### src/rtl/pong_game_core.sv
// Pong game-state engine: paddles, ball, collisions, scores, match flow.
// Everything advances once per frame_tick; the renderer only reads outputs.
module pong_game_core #(
  parameter int CW           = 10,
  parameter int H_ACTIVE     = 640,
  parameter int V_ACTIVE     = 480,
  parameter int BORDER       = 5,
  parameter int PAD1_X       = 40,
  parameter int PAD2_X       = 600,
  parameter int PAD_WIDTH    = 4,
  parameter int PAD_HEIGHT   = 90,
  parameter int PAD_VEL      = 2,
  parameter int BALL_SIZE    = 8,
  parameter int BALL_SPEED   = 2,
  parameter int WIN_SCORE    = 9,
  parameter int SERVE_FRAMES = 60,
  parameter int SW           = 4
) (
  input  logic          clk,
  input  logic          reset,
  input  logic          frame_tick,
  input  logic          start,
  input  logic          up1,
  input  logic          down1,
  input  logic          up2,
  input  logic          down2,
  output logic [CW-1:0] pad1_y,
  output logic [CW-1:0] pad2_y,
  output logic [CW-1:0] ball_x,
  output logic [CW-1:0] ball_y,
  output logic [SW-1:0] score1,
  output logic [SW-1:0] score2,
  output logic [1:0]    state,
  output logic [1:0]    winner,
  output logic          point_pulse
);

  typedef enum logic [1:0] {
    IDLE  = 2'd0,
    SERVE = 2'd1,
    PLAY  = 2'd2,
    OVER  = 2'd3
  } state_t;

  typedef logic signed [CW:0] sc_t;

  localparam int NW = $clog2(SERVE_FRAMES + 1);

  localparam sc_t S_BORDER = sc_t'(BORDER);
  localparam sc_t S_SPD    = sc_t'(BALL_SPEED);
  localparam sc_t S_BS     = sc_t'(BALL_SIZE);
  localparam sc_t S_PH     = sc_t'(PAD_HEIGHT);
  localparam sc_t S_VEL    = sc_t'(PAD_VEL);
  localparam sc_t S_PBOT   = sc_t'(V_ACTIVE - BORDER - PAD_HEIGHT);
  localparam sc_t S_YBOT   = sc_t'(V_ACTIVE - BORDER - BALL_SIZE);
  localparam sc_t S_P1R    = sc_t'(PAD1_X + PAD_WIDTH);
  localparam sc_t S_P2X    = sc_t'(PAD2_X);
  localparam sc_t S_P2L    = sc_t'(PAD2_X - BALL_SIZE);
  localparam sc_t S_RGT    = sc_t'(H_ACTIVE - BORDER);

  localparam logic [CW-1:0] BALL_CX = CW'((H_ACTIVE - BALL_SIZE) / 2);
  localparam logic [CW-1:0] BALL_CY = CW'((V_ACTIVE - BALL_SIZE) / 2);
  localparam logic [CW-1:0] PAD_C   = CW'((V_ACTIVE - PAD_HEIGHT) / 2);
  localparam logic [NW-1:0] SRV_LD  = NW'(SERVE_FRAMES);
  localparam logic [SW-1:0] WIN_S   = SW'(WIN_SCORE);

  state_t st_q, st_d;
  logic [NW-1:0] cnt_q, cnt_d;
  logic dxn_q, dxn_d;
  logic dyn_q, dyn_d;
  logic [CW-1:0] p1_d, p2_d, bx_d, by_d;
  logic [SW-1:0] s1_d, s2_d, s1_inc, s2_inc;
  logic [1:0] win_d;
  logic pulse_d;

  sc_t bx_s, by_s, p1_s, p2_s, nx, ny;
  logic ov1, ov2, hit1, hit2, goal1, goal2;

  assign state = st_q;

  function automatic logic [CW-1:0] pad_step(
    input logic [CW-1:0] y,
    input logic          up,
    input logic          dn
  );
    sc_t t;
    t = $signed({1'b0, y});
    if (up && !dn)
      t = (t - S_VEL < S_BORDER) ? S_BORDER : t - S_VEL;
    else if (dn && !up)
      t = (t + S_VEL > S_PBOT) ? S_PBOT : t + S_VEL;
    return t[CW-1:0];
  endfunction

  // Signed, one bit wider, so moves past 0 compare correctly
  assign bx_s = $signed({1'b0, ball_x});
  assign by_s = $signed({1'b0, ball_y});
  assign p1_s = $signed({1'b0, pad1_y});
  assign p2_s = $signed({1'b0, pad2_y});
  assign nx   = dxn_q ? bx_s - S_SPD : bx_s + S_SPD;
  assign ny   = dyn_q ? by_s - S_SPD : by_s + S_SPD;

  assign ov1 = (ny < p1_s + S_PH) && (ny + S_BS > p1_s);
  assign ov2 = (ny < p2_s + S_PH) && (ny + S_BS > p2_s);

  assign hit1 = dxn_q && (bx_s >= S_P1R)
             && (nx < S_P1R) && ov1;
  assign hit2 = !dxn_q && (bx_s + S_BS <= S_P2X)
             && (nx + S_BS > S_P2X) && ov2;

  assign goal2 = !hit1 && !hit2 && (nx <= S_BORDER);
  assign goal1 = !hit1 && !hit2 && !goal2
              && (nx + S_BS >= S_RGT);

  assign s1_inc = score1 + SW'(1);
  assign s2_inc = score2 + SW'(1);

  always_comb begin
    st_d    = st_q;
    cnt_d   = cnt_q;
    dxn_d   = dxn_q;
    dyn_d   = dyn_q;
    p1_d    = pad1_y;
    p2_d    = pad2_y;
    bx_d    = ball_x;
    by_d    = ball_y;
    s1_d    = score1;
    s2_d    = score2;
    win_d   = winner;
    pulse_d = 1'b0;
    unique case (st_q)
      IDLE: begin
        if (start) begin
          st_d  = SERVE;
          cnt_d = SRV_LD;
        end
      end
      SERVE: begin
        if (frame_tick) begin
          p1_d  = pad_step(pad1_y, up1, down1);
          p2_d  = pad_step(pad2_y, up2, down2);
          cnt_d = cnt_q - NW'(1);
          if (cnt_q == NW'(1))
            st_d = PLAY;
        end
      end
      PLAY: begin
        if (frame_tick) begin
          p1_d = pad_step(pad1_y, up1, down1);
          p2_d = pad_step(pad2_y, up2, down2);
          if (ny < S_BORDER) begin
            by_d  = S_BORDER[CW-1:0];
            dyn_d = 1'b0;
          end else if (ny > S_YBOT) begin
            by_d  = S_YBOT[CW-1:0];
            dyn_d = 1'b1;
          end else begin
            by_d = ny[CW-1:0];
          end
          unique case (1'b1)
            hit1: begin
              bx_d  = S_P1R[CW-1:0];
              dxn_d = 1'b0;
            end
            hit2: begin
              bx_d  = S_P2L[CW-1:0];
              dxn_d = 1'b1;
            end
            goal1, goal2: begin
              pulse_d = 1'b1;
              bx_d    = BALL_CX;
              by_d    = BALL_CY;
              dxn_d   = goal2;
              st_d    = SERVE;
              cnt_d   = SRV_LD;
              if (goal1) begin
                s1_d = s1_inc;
                if (s1_inc == WIN_S) begin
                  st_d  = OVER;
                  win_d = 2'd1;
                end
              end else begin
                s2_d = s2_inc;
                if (s2_inc == WIN_S) begin
                  st_d  = OVER;
                  win_d = 2'd2;
                end
              end
            end
            default: bx_d = nx[CW-1:0];
          endcase
        end
      end
      OVER: begin
        if (start) begin
          s1_d  = '0;
          s2_d  = '0;
          win_d = 2'd0;
          bx_d  = BALL_CX;
          by_d  = BALL_CY;
          p1_d  = PAD_C;
          p2_d  = PAD_C;
          st_d  = SERVE;
          cnt_d = SRV_LD;
        end
      end
    endcase
  end

  always_ff @(posedge clk or negedge reset) begin
    if (!reset) begin
      st_q        <= IDLE;
      cnt_q       <= '0;
      dxn_q       <= 1'b0;
      dyn_q       <= 1'b0;
      pad1_y      <= PAD_C;
      pad2_y      <= PAD_C;
      ball_x      <= BALL_CX;
      ball_y      <= BALL_CY;
      score1      <= '0;
      score2      <= '0;
      winner      <= 2'd0;
      point_pulse <= 1'b0;
    end else begin
      st_q        <= st_d;
      cnt_q       <= cnt_d;
      dxn_q       <= dxn_d;
      dyn_q       <= dyn_d;
      pad1_y      <= p1_d;
      pad2_y      <= p2_d;
      ball_x      <= bx_d;
      ball_y      <= by_d;
      score1      <= s1_d;
      score2      <= s2_d;
      winner      <= win_d;
      point_pulse <= pulse_d;
    end
  end

endmodule

### config.mk
export PLATFORM = sky130hd
export DESIGN_NAME = pong_game_core
export DESIGN_NICKNAME = d
export VERILOG_FILES = /design/src/rtl/pong_game_core.sv
export SDC_FILE = /design/constraint.sdc
export NUM_CORES = 1
export LEC_CHECK = 0
export BUFFER_PORTS_ARGS = -buffer_cell sky130_fd_sc_hd__buf_2
export CAP_MARGIN = 20
export CORE_ASPECT_RATIO = 1.1
export CORE_MARGIN = 1
export CORE_UTILIZATION = 45
export DETAILED_ROUTE_END_ITERATION = 12
export GPL_TIMING_DRIVEN = 0
export HOLD_SLACK_MARGIN = 0.12
export MAX_ROUTING_LAYER = met4
export PLACE_DENSITY_LB_ADDON = 0.08
export SYNTH_ARGS = -nofsm -noshare
export SYNTH_HDL_FRONTEND = slang
export SYNTH_SLANG_ARGS = --single-unit
### constraint.sdc
create_clock -name clk -period 12.1 [get_ports clk]
set_input_delay 1.815 -clock clk [delete_from_list [all_inputs] [get_ports clk]]
set_output_delay 1.815 -clock clk [all_outputs]
set_load 0.01 [all_outputs]
# After elaboration in Yosys (flattened, before gate mapping)
# Index checks and enable logic that the tools add are counted.
[classes]
addsub = 16
order_cmp = 16
eq_ne = 19
muxes = 61
reduce_logical = 42
[ops]
columns = ["op", "count"]
rows = [
  ["$mux 10", 18],
  ["$pmux 10 s2", 4],
  ["$add 10x2->11 const B", 4],
  ["$sub 10x2->11 const B", 4],
  ["$gt 11x10->1 const B", 3],
  ["$lt 11x4->1 const B", 3],
  ["$pmux 10 s3", 1],
  ["$mux 2", 14],
  ["$mux 4", 7],
  ["$mux 6", 4],
  ["$add 10x7->11 const B", 2],
  ["$add 11x5->11 const B", 2],
  ["$gt 11x11->1", 2],
  ["$lt 11x11->1", 2],
  ["$mux 11", 2],
  ["$pmux 6 s3", 1],
  ["$logic_and 1x1->1", 16],
  ["$pmux 4 s2", 2],
  ["$reduce_and 5->1", 3],
  ["$ne 2x2->1 const B", 7],
  ["$reduce_and 4->1", 3],
  ["$add 10x4->11 const B", 1],
  ["$ge 11x11->1 const B", 1],
  ["$gt 11x11->1 const B", 1],
  ["24 further kinds", 47],
]
[totals]
ff_bits = 61
out_inout_bits = 53

# Longest topological paths before layout
# Gate-level depths: netlist (run 1).
[depth]
depth_word = 16
depth_mapped = 20

# Worst setup path before layout (run 1)
# Ideal clock, no wire load.
[synth_path]
path_type = "register -> register"
startpoint = "register dyn_q"
endpoint = "register st_q[0] (netlist: state[0])"
arrival_time_ns = 4.381
slack_ns = 7.598
path_stages_with_launch = 20
path_cell_list = "dfrtp_1 -> ha_1 -> a21oi_1 -> o211ai_1 -> xnor2_1 -> nand3_1 -> nor2_1 -> xnor2_1 -> ha_1 -> and3_1 -> o21ai_0 -> a31oi_1 -> a211o_1 -> o2111ai_1 -> or4_1 -> buf_2 -> a41o_4 -> and2_4 -> buf_6 -> a22o_1"
[synth_between]
elab_chain_cells = 15
word_cells_on_any_way = 24
[synth_lines]
columns = ["item", "line", "source"]
rows = [
  ["from (decl)", "70", "logic dyn_q, dyn_d;"],
  ["from (signal assigned)", "228", "dyn_q <= dyn_d;"],
  ["$mux 11 *", "101", "assign ny = dyn_q ? by_s - S_SPD : by_s + S_SPD;"],
  ["$add 11x5->11", "103, 104", ""],
  ["$gt 11x11->1 (on tied branches)", "103, 104", ""],
  ["$logic_and 1x1->1 (on tied branches)", "103, 104", ""],
  ["$logic_and 1x1->1 (on tied branches)", "107, 109", ""],
  ["$logic_not 1->1", "111, 112", ""],
  ["$logic_and 1x1->1 *", "111, 112", ""],
  ["$logic_and 1x1->1", "111", "assign goal2 = !hit1 && !hit2 && (nx <= S_BORDER);"],
  ["$logic_not 1->1", "112", "assign goal1 = !hit1 && !hit2 && !goal2"],
  ["$logic_and 1x1->1", "112", ""],
  ["$logic_and 1x1->1", "113", "&& (nx + S_BS >= S_RGT);"],
  ["$mux 2", "176", "if (goal1) begin"],
  ["$mux 2", "160", "unique case (1'b1)"],
  ["$mux 2", "148", "if (frame_tick) begin"],
  ["$pmux 2 s3", "131", "unique case (st_q)"],
  ["to (signal assigned)", "225", "st_q <= st_d;"],
  ["to (decl)", "67", "state_t st_q, st_d;"],
]
# Every way passes the cells marked *; elsewhere a longest branch is shown, timed or not. The select of a mux whose other input is x is not followed.
# A chain may end at the register's enable or synchronous reset.

# Worst setup path in the final report (run 1)
[layout_path]
startpoint = "register dyn_q"
endpoint = "register ball_x[1]"
[layout_between]
elab_chain_cells = 15
word_cells_on_any_way = 21
[layout_lines]
columns = ["item", "line", "source"]
rows = [
  ["$mux 11 *", "101", ""],
  ["$add 11x5->11", "103, 104", ""],
  ["$gt 11x11->1 (on tied branches)", "103, 104", ""],
  ["$logic_and 1x1->1 (on tied branches)", "103, 104", ""],
  ["$logic_and 1x1->1 (on tied branches)", "107, 109", ""],
  ["$logic_not 1->1", "111, 112", ""],
  ["$logic_and 1x1->1", "111, 112", ""],
  ["$logic_and 1x1->1", "111", ""],
  ["$logic_not 1->1", "112", ""],
  ["$logic_and 1x1->1", "112", ""],
  ["$logic_and 1x1->1", "113", ""],
  ["$reduce_or 2->1", "160", ""],
  ["$pmux 10 s3 *", "160", ""],
  ["$mux 10 *", "148", ""],
  ["$pmux 10 s2 *", "131", ""],
  ["to (signal assigned)", "218", "ball_x <= BALL_CX;"],
  ["to (signal assigned)", "231", "ball_x <= bx_d;"],
  ["to (decl)", "29", "output logic [CW-1:0] ball_x,"],
]
# Marks and branches as above.

==> metrics.md, run 1 <==
| Metric | Value |
|---|---|
| Status | finished clean |
| Worst skew pair latency | 0.35 ns |
| DRT iter0 DRCs | 491 |
| Crit. End Element | flip-flop |
| CORE AREA | 14600 um2 |
| Largest net degree at the start of global routing | 61 |
| Reg clk slew, reported paths | 0.06 ns |
| Total GRT Usage | 0.283 |
| Yosys reg bits | 60 |
| Post-synth EDFFs | 0 |
| Synth top cells by count | ha_1, a21oi_1, nand2_1, inv_1, o21ai_0 |
| # IOs | 61 |
| Die width | 119 um |
| Setup TNS | 0 ns |
| Max Cap Violations | 0 |
| Leak | 3.36 nW |
| Grt ovf | 0 |
| Max Fanout on Critical Path | 11 |
| Critical-path top delay cell | xnor2_1 |
| Vias in the first global route | 6670 |
| Path depth of the worst reg2reg path | 18 |
| Routability Congestion | 0.880 |
| Crit path DAT | 6.30 ns |
| Async SR Flop Fraction | 1.00 |
| Syn avg cell area | 8.04 um2 |
| CP Cell Sequence | ha_1 > a21oi_1 > o211ai_1 > xnor2_1 > nand3_1 > nor2_1 > xnor2_1 > ha_1 > nand4_1 > nor3_1 > nor4_1 > o21ai_0 > nand4b_1 > a311oi_1 > nand4b_1 > a2111oi_2 > nand2_1 > o21ai_0 |
| Sequential area share after synthesis | 0.225 |
| Hold Path Depth | 2 |
| Maximum vdd ir drop | 0.180 mV |
| Rows | 46 |
| CTS Sinks | 60 |
| Yosys top cell by area | ha_1 |
| RSZ-0062 raised after global routing | no |
| Routed via count | 6834 |
| H-tree depth | 3 |
| Clk_skew | 0.00875 ns |
| Synth top area share | 0.159 |
| Worst relative slew slack | 0.330 |
| Min cycle time layout | 6.04 ns |
| Drt first pass iters | 5 |
| Synth Flop Type | dfrtp_1 |
| # diodes | 0 |
| Final non-filler cell total | 1108 |
| Fin nets | 1007 |
| Placed instance count | 1092 |
| Met2 Wirelength | 10400 um |
| Post-Syn Nets | 938 |
| Met3 wire len | 1270 um |
| Post-Synthesis Cells | 842 |
| Clk buf depth | 2 |
| Slew Viols, Final | 0 |
| PostCTS Resize Cnt | 0 |
| DR top layer | met4 |
| Syn-to-layout area delta | 12.1% |
| Die area | 15500 um2 |
| Port bufs | 58 |
| DRC viols | 0 |
| PwrDens | 293 nW/um2 |
| Vias per cell | 6.17 |
| Starting density of the core | 0.465 |
| Slew of the pin with the lowest slew margin | 0.998 ns |
| Cts bufs inserted | 9 |
| ANT nets after route | 0 |
| Synthesized cell area | 6770 um2 |
| First-pass GRT wire length | 33500 um |
| Layout cells sized above 1 | 0.128 |
| YS warnings | 0 |
| Yosys cell types | 80 |
| Die H | 131 um |
| Most numerous cell in the Yosys netlist | ha_1 |
| CP max stage delay | 0.82 ns |
| Hold Crit Class | flip-flop to flip-flop |
| Crit start category | flip-flop |
| Crit Path Class | flip-flop to flip-flop |
| HPWL Detailed | 16100 um |
| Wire length on met1 | 8630 um |
| Total Routed Length | 20900 um |
| CTS tree | done |
| Initial antenna violation count | 0 |
| Hold_buf cts | 0 |
| CTS root buf | clkbuf_16 |
| Hold Fails Final Rpt | 0 |
| Crit share post-route | 0.500 |
| Top cells by area, synth | ha_1, dfrtp_1, dfstp_2 |
| Final setup fails | 0 |
| WL/cell | 18.9 um |
| Max Fclk | 165 MHz |
| Worst EP required | 12.36 ns |
| Post-CTS Setup Bufs | 0 |
[state kept, by name, summed over array words and instances (netlist names)]
name,count
ball_x,9
ball_y,10
cnt_q,6
dxn_q,1
dyn_q,1
pad1_y,10
pad2_y,10
point_pulse,1
score1,4
score2,4
state,2
winner,2
[power by group]
part / total [mW] / switching [mW] / internal [mW] / leakage [nW]
combinational: 1.62 / 1.01 / 0.610 / 2.49
clock: 0.247 / 0.103 / 0.144 / 0.128
sequential: 0.354 / 0.0775 / 0.277 / 0.734
[cell usage in the layout, fill, tap and decap left out, types with 33 or more instances in the layout]
master,count
nand2_1,69
xnor2_1,33
buf_2,59
ha_1,86
o21ai_0,56
nand3_1,35
dfrtp_1,42
inv_1,62
a21oi_1,69
nor2_1,55
[cell type report]
cell class / instances / area, um2
plain buffers: 33 / 138
clock inverters: 5 / 36.3
well taps: 192 / 240
inverters: 64 / 240
flip-flops and latches: 60 / 1520
repair buffers: 58 / 293
fillers: 1434 / 6970
clock buffers: 11 / 243
multi-input cells: 685 / 4870
[per-stage QoR]
stage / setup slack, ns / hold WS (ns) / util / power (mW) / area, um2
CTS: 6.03 / 0.499 / 0.521 / 2.21 / 7590
global placement: 6.09 / 0.494 / 0.501 / 1.91 / 7300
finish: 6.06 / 0.498 / 0.521 / 2.23 / 7590
global route: 5.57 / 0.527 / 0.521 / 2.42 / 7590
detailed placement: 6.07 / 0.491 / 0.502 / 1.95 / 7310
floorplan: 7.60 / 0.491 / - / 1.52 / 6770
[kinds of logic after synthesis]
logic type	synth area share
AO/OA/AOI/OAI	0.295
AND/OR/NAND/NOR	0.188
buffers and inverters	0.0558
adder cells (fa/ha/maj)	0.166
flip-flops	0.225
XOR/XNOR	0.0582
multiplexers	0.0107
other	0.000554
[worst max-delay path, delay by kind of cell (launching register included)]
family / cells / cell delay (ns)
compound gates: 6 / 1.97
xor+xnor: 2 / 1.01
fa+ha+maj: 2 / 0.70
flops: 1 / 0.65
simple gates: 8 / 1.61
[worst paths after layout]
kind,startpoint,end,slack [ns]
worst min-delay path,ball_y[7]$_DFFE_PN1P_,ball_y[7]$_DFFE_PN1P_,0.50
max in group asynchronous,reset,score2[3]$_DFFE_PN0P_,9.99
worst max-delay path,dyn_q$_DFFE_PN0P_,ball_x[1]$_DFFE_PN0P_,6.06
min in group asynchronous,reset,pad1_y[5]$_DFFE_PN0P_,1.56
worst min register to register,ball_y[7]$_DFFE_PN1P_,ball_y[7]$_DFFE_PN1P_,0.50
worst max register to register,dyn_q$_DFFE_PN0P_,ball_x[1]$_DFFE_PN0P_,6.06
[layer usage]
layer,up-vias,global-route usage
met3,44,0.0356
met2,255,0.497
met5,-,-
met4,0,0.121
met1,3259,0.326
li1,3276,-
Note: power is estimated with default switching activity, not from simulation.
==> inputs of run 2 (changes only) <==
- clock period: 12.1 -> 6.2 ns (I/O delays scaled with it)
==> run 2 against run 1 <==
Effect of this change: clock power grew 95%; count of clock-buffer cells in the layout did not move; register-to-register slack worse by 5.6 ns; worst hold slack better by 0.0011 ns; die area unchanged; global-route usage did not move; non-clock buffer count unchanged; critical endpoint unchanged.
==> metrics.md, run 2 (same netlist as run 1, synthesis figures left out) <==
| Metric | Value |
|---|---|
| Status | finished clean |
| WL/cell | 18.9 um |
| Routed via count | 6846 |
| M1 GR Usage | 0.326 |
| Port bufs | 58 |
| Final non-filler cell total | 1108 |
| # IOs | 61 |
| Slew Viols, Final | 0 |
| Met2 global-route usage | 0.497 |
| Grt ovf | 0 |
| DRC viols | 0 |
| Maximum vdd ir drop | 0.351 mV |
| Area of the multi-input gates | 4890 um2 |
| CTS root buf | clkbuf_16 |
| Layout cells sized above 1 | 0.130 |
| Crit path DAT | 6.05 ns |
| Critical-path top delay cell | a2111oi_2 |
| CTS tree | done |
| RSZ-0062 raised after global routing | no |
| Worst relative slew slack | 0.379 |
| Max Fclk | 173 MHz |
| CP Cell Sequence | ha_1 > a21oi_1 > nand2_1 > xor2_1 > nand3_1 > nor2_1 > xnor2_1 > ha_1 > nand2_1 > nor3_1 > nor4_1 > o21ai_0 > nand4b_1 > a311oi_1 > nand4b_1 > a2111oi_2 > nand2_1 > o21ai_0 |
| Largest net degree at the start of global routing | 61 |
| HPWL Detailed | 16100 um |
| Layer with the highest usage | met2 |
| Hold_buf cts | 0 |
| Hold Fails Final Rpt | 0 |
| Die area | 15500 um2 |
| Crit start category | flip-flop |
| CORE AREA | 14600 um2 |
| Reg clk slew, reported paths | 0.06 ns |
| Top flop regs | ball_y (10), pad1_y (10), pad2_y (10) |
| DRT iter0 DRCs | 505 |
| Total power | 4.35 mW |
| Final setup fails | 0 |
| Rows | 46 |
| Vias in the first global route | 6670 |
| PwrDens | 572 nW/um2 |
| CP max stage delay | 0.83 ns |
| Grt met3 use | 0.0356 |
| Clk buf depth | 2 |
| Worst hold margin | 0.499 ns |
| Max Cap Violations | 0 |
| Commonest non-fill, non-tap cell in the layout | ha_1 |
| ANT nets after route | 0 |
| Die H | 131 um |
| Total GRT Usage | 0.283 |
| CTS Sinks | 60 |
| Crit. End Element | flip-flop |
| Initial antenna violation count | 0 |
| Fin nets | 1007 |
| Clk_skew | 0.00755 ns |
| Drt first pass iters | 7 |
| Syn-to-layout area delta | 12.3% |
| Commonest cells after routing, fill and taps aside | ha_1, a21oi_1, nand2_1 |
| Worst skew pair latency | 0.35 ns |
| Vias per cell | 6.18 |
| Routability Congestion | 0.880 |
| Total Routed Length | 20900 um |
| # diodes | 0 |
| Crit share post-route | 0.934 |
| Worst EP required | 6.46 ns |
| Die width | 119 um |
| Crit Path Class | flip-flop to flip-flop |
| FF/Latch Area | 1520 um2 |
| CP most frequent cell | nand2_1 |
| Slew of the pin with the lowest slew margin | 0.929 ns |
| Cts bufs inserted | 9 |
| Leak | 3.36 nW |
| Fillers | 1432 |
| H-tree depth | 3 |
| Hold Crit Class | flip-flop to flip-flop |
| Setup TNS | 0 ns |
| Placed instance count | 1092 |
| Min cycle time layout | 5.79 ns |
| Max Fanout on Critical Path | 11 |
| Starting density of the core | 0.465 |
| First-pass GRT wire length | 33500 um |
run 2: worst paths after layout:
| kind | startpoint | endpoint | slack [ns] | cells past startpoint |
|---|---|---|---|---|
| worst max register to register | dyn_q$_DFFE_PN0P_ | ball_x[1]$_DFFE_PN0P_ | 0.41 | 18 |
| worst max-delay path | dyn_q$_DFFE_PN0P_ | ball_x[1]$_DFFE_PN0P_ | 0.41 | 18 |
| worst min register to register | ball_y[7]$_DFFE_PN1P_ | ball_y[7]$_DFFE_PN1P_ | 0.50 | 2 |
| worst min-delay path | ball_y[7]$_DFFE_PN1P_ | ball_y[7]$_DFFE_PN1P_ | 0.50 | 2 |
| min in group asynchronous | reset | pad1_y[5]$_DFFE_PN0P_ | 0.68 | 1 |
| max in group asynchronous | reset | cnt_q[1]$_DFFE_PN0P_ | 4.97 | 1 |
run 2: stage by stage:
step | utilization | area, um2 | worst slack (ns)
5_1_grt | 0.522 | 7600 | 0.00985
6_report | 0.522 | 7600 | 0.407
2_1_floorplan | - | 6770 | 1.70
4_1_cts | 0.521 | 7590 | 0.129
3_3_place_gp | 0.501 | 7300 | 0.188
3_5_place_dp | 0.502 | 7310 | 0.167
run 2: repair_timing:
item                       in CTS  in global routing
setup endpoints to repair       0                 10
gates resized for setup         0                  2
buffers inserted                0                  0
run 2: final cells by class:
type / count / share of cell area
Buffer: 33 / 0.0181
Timing Repair Buffer: 58 / 0.0385
Multi-Input combinational cell: 685 / 0.643
Clock buffer: 11 / 0.0319
Clock inverter: 5 / 0.00477
Inverter: 64 / 0.0316
Sequential cell: 60 / 0.200
Tap cell: 192 / 0.0316
run 2: critical path: cells and delay by family (launching register included):
kind / cells / cell delay (ns)
adders and majority gates: 2 / 0.72
DFF: 1 / 0.66
xor gates and xnor gates: 2 / 0.92
AOI/OAI and AO/OA: 5 / 1.75
and+or+nand+nor: 9 / 1.66
run 2: power by group:
| group | total [mW] | leakage [nW] | internal (mW) | switching (mW) |
|---|---|---|---|---|
| Sequential | 0.691 | 0.734 | 0.541 | 0.151 |
| Clock | 0.482 | 0.128 | 0.282 | 0.200 |
| Combinational | 3.17 | 2.50 | 1.19 | 1.98 |
run 2: metal layers:
metal | wire (um) | up-vias | share of wire
met4 | 654 | 0 | 0.031
met2 | 10300 | 264 | 0.49
li1 | - | 3276 | -
met1 | 8660 | 3261 | 0.41
met3 | 1260 | 45 | 0.060
met5 | 0 | - | 0
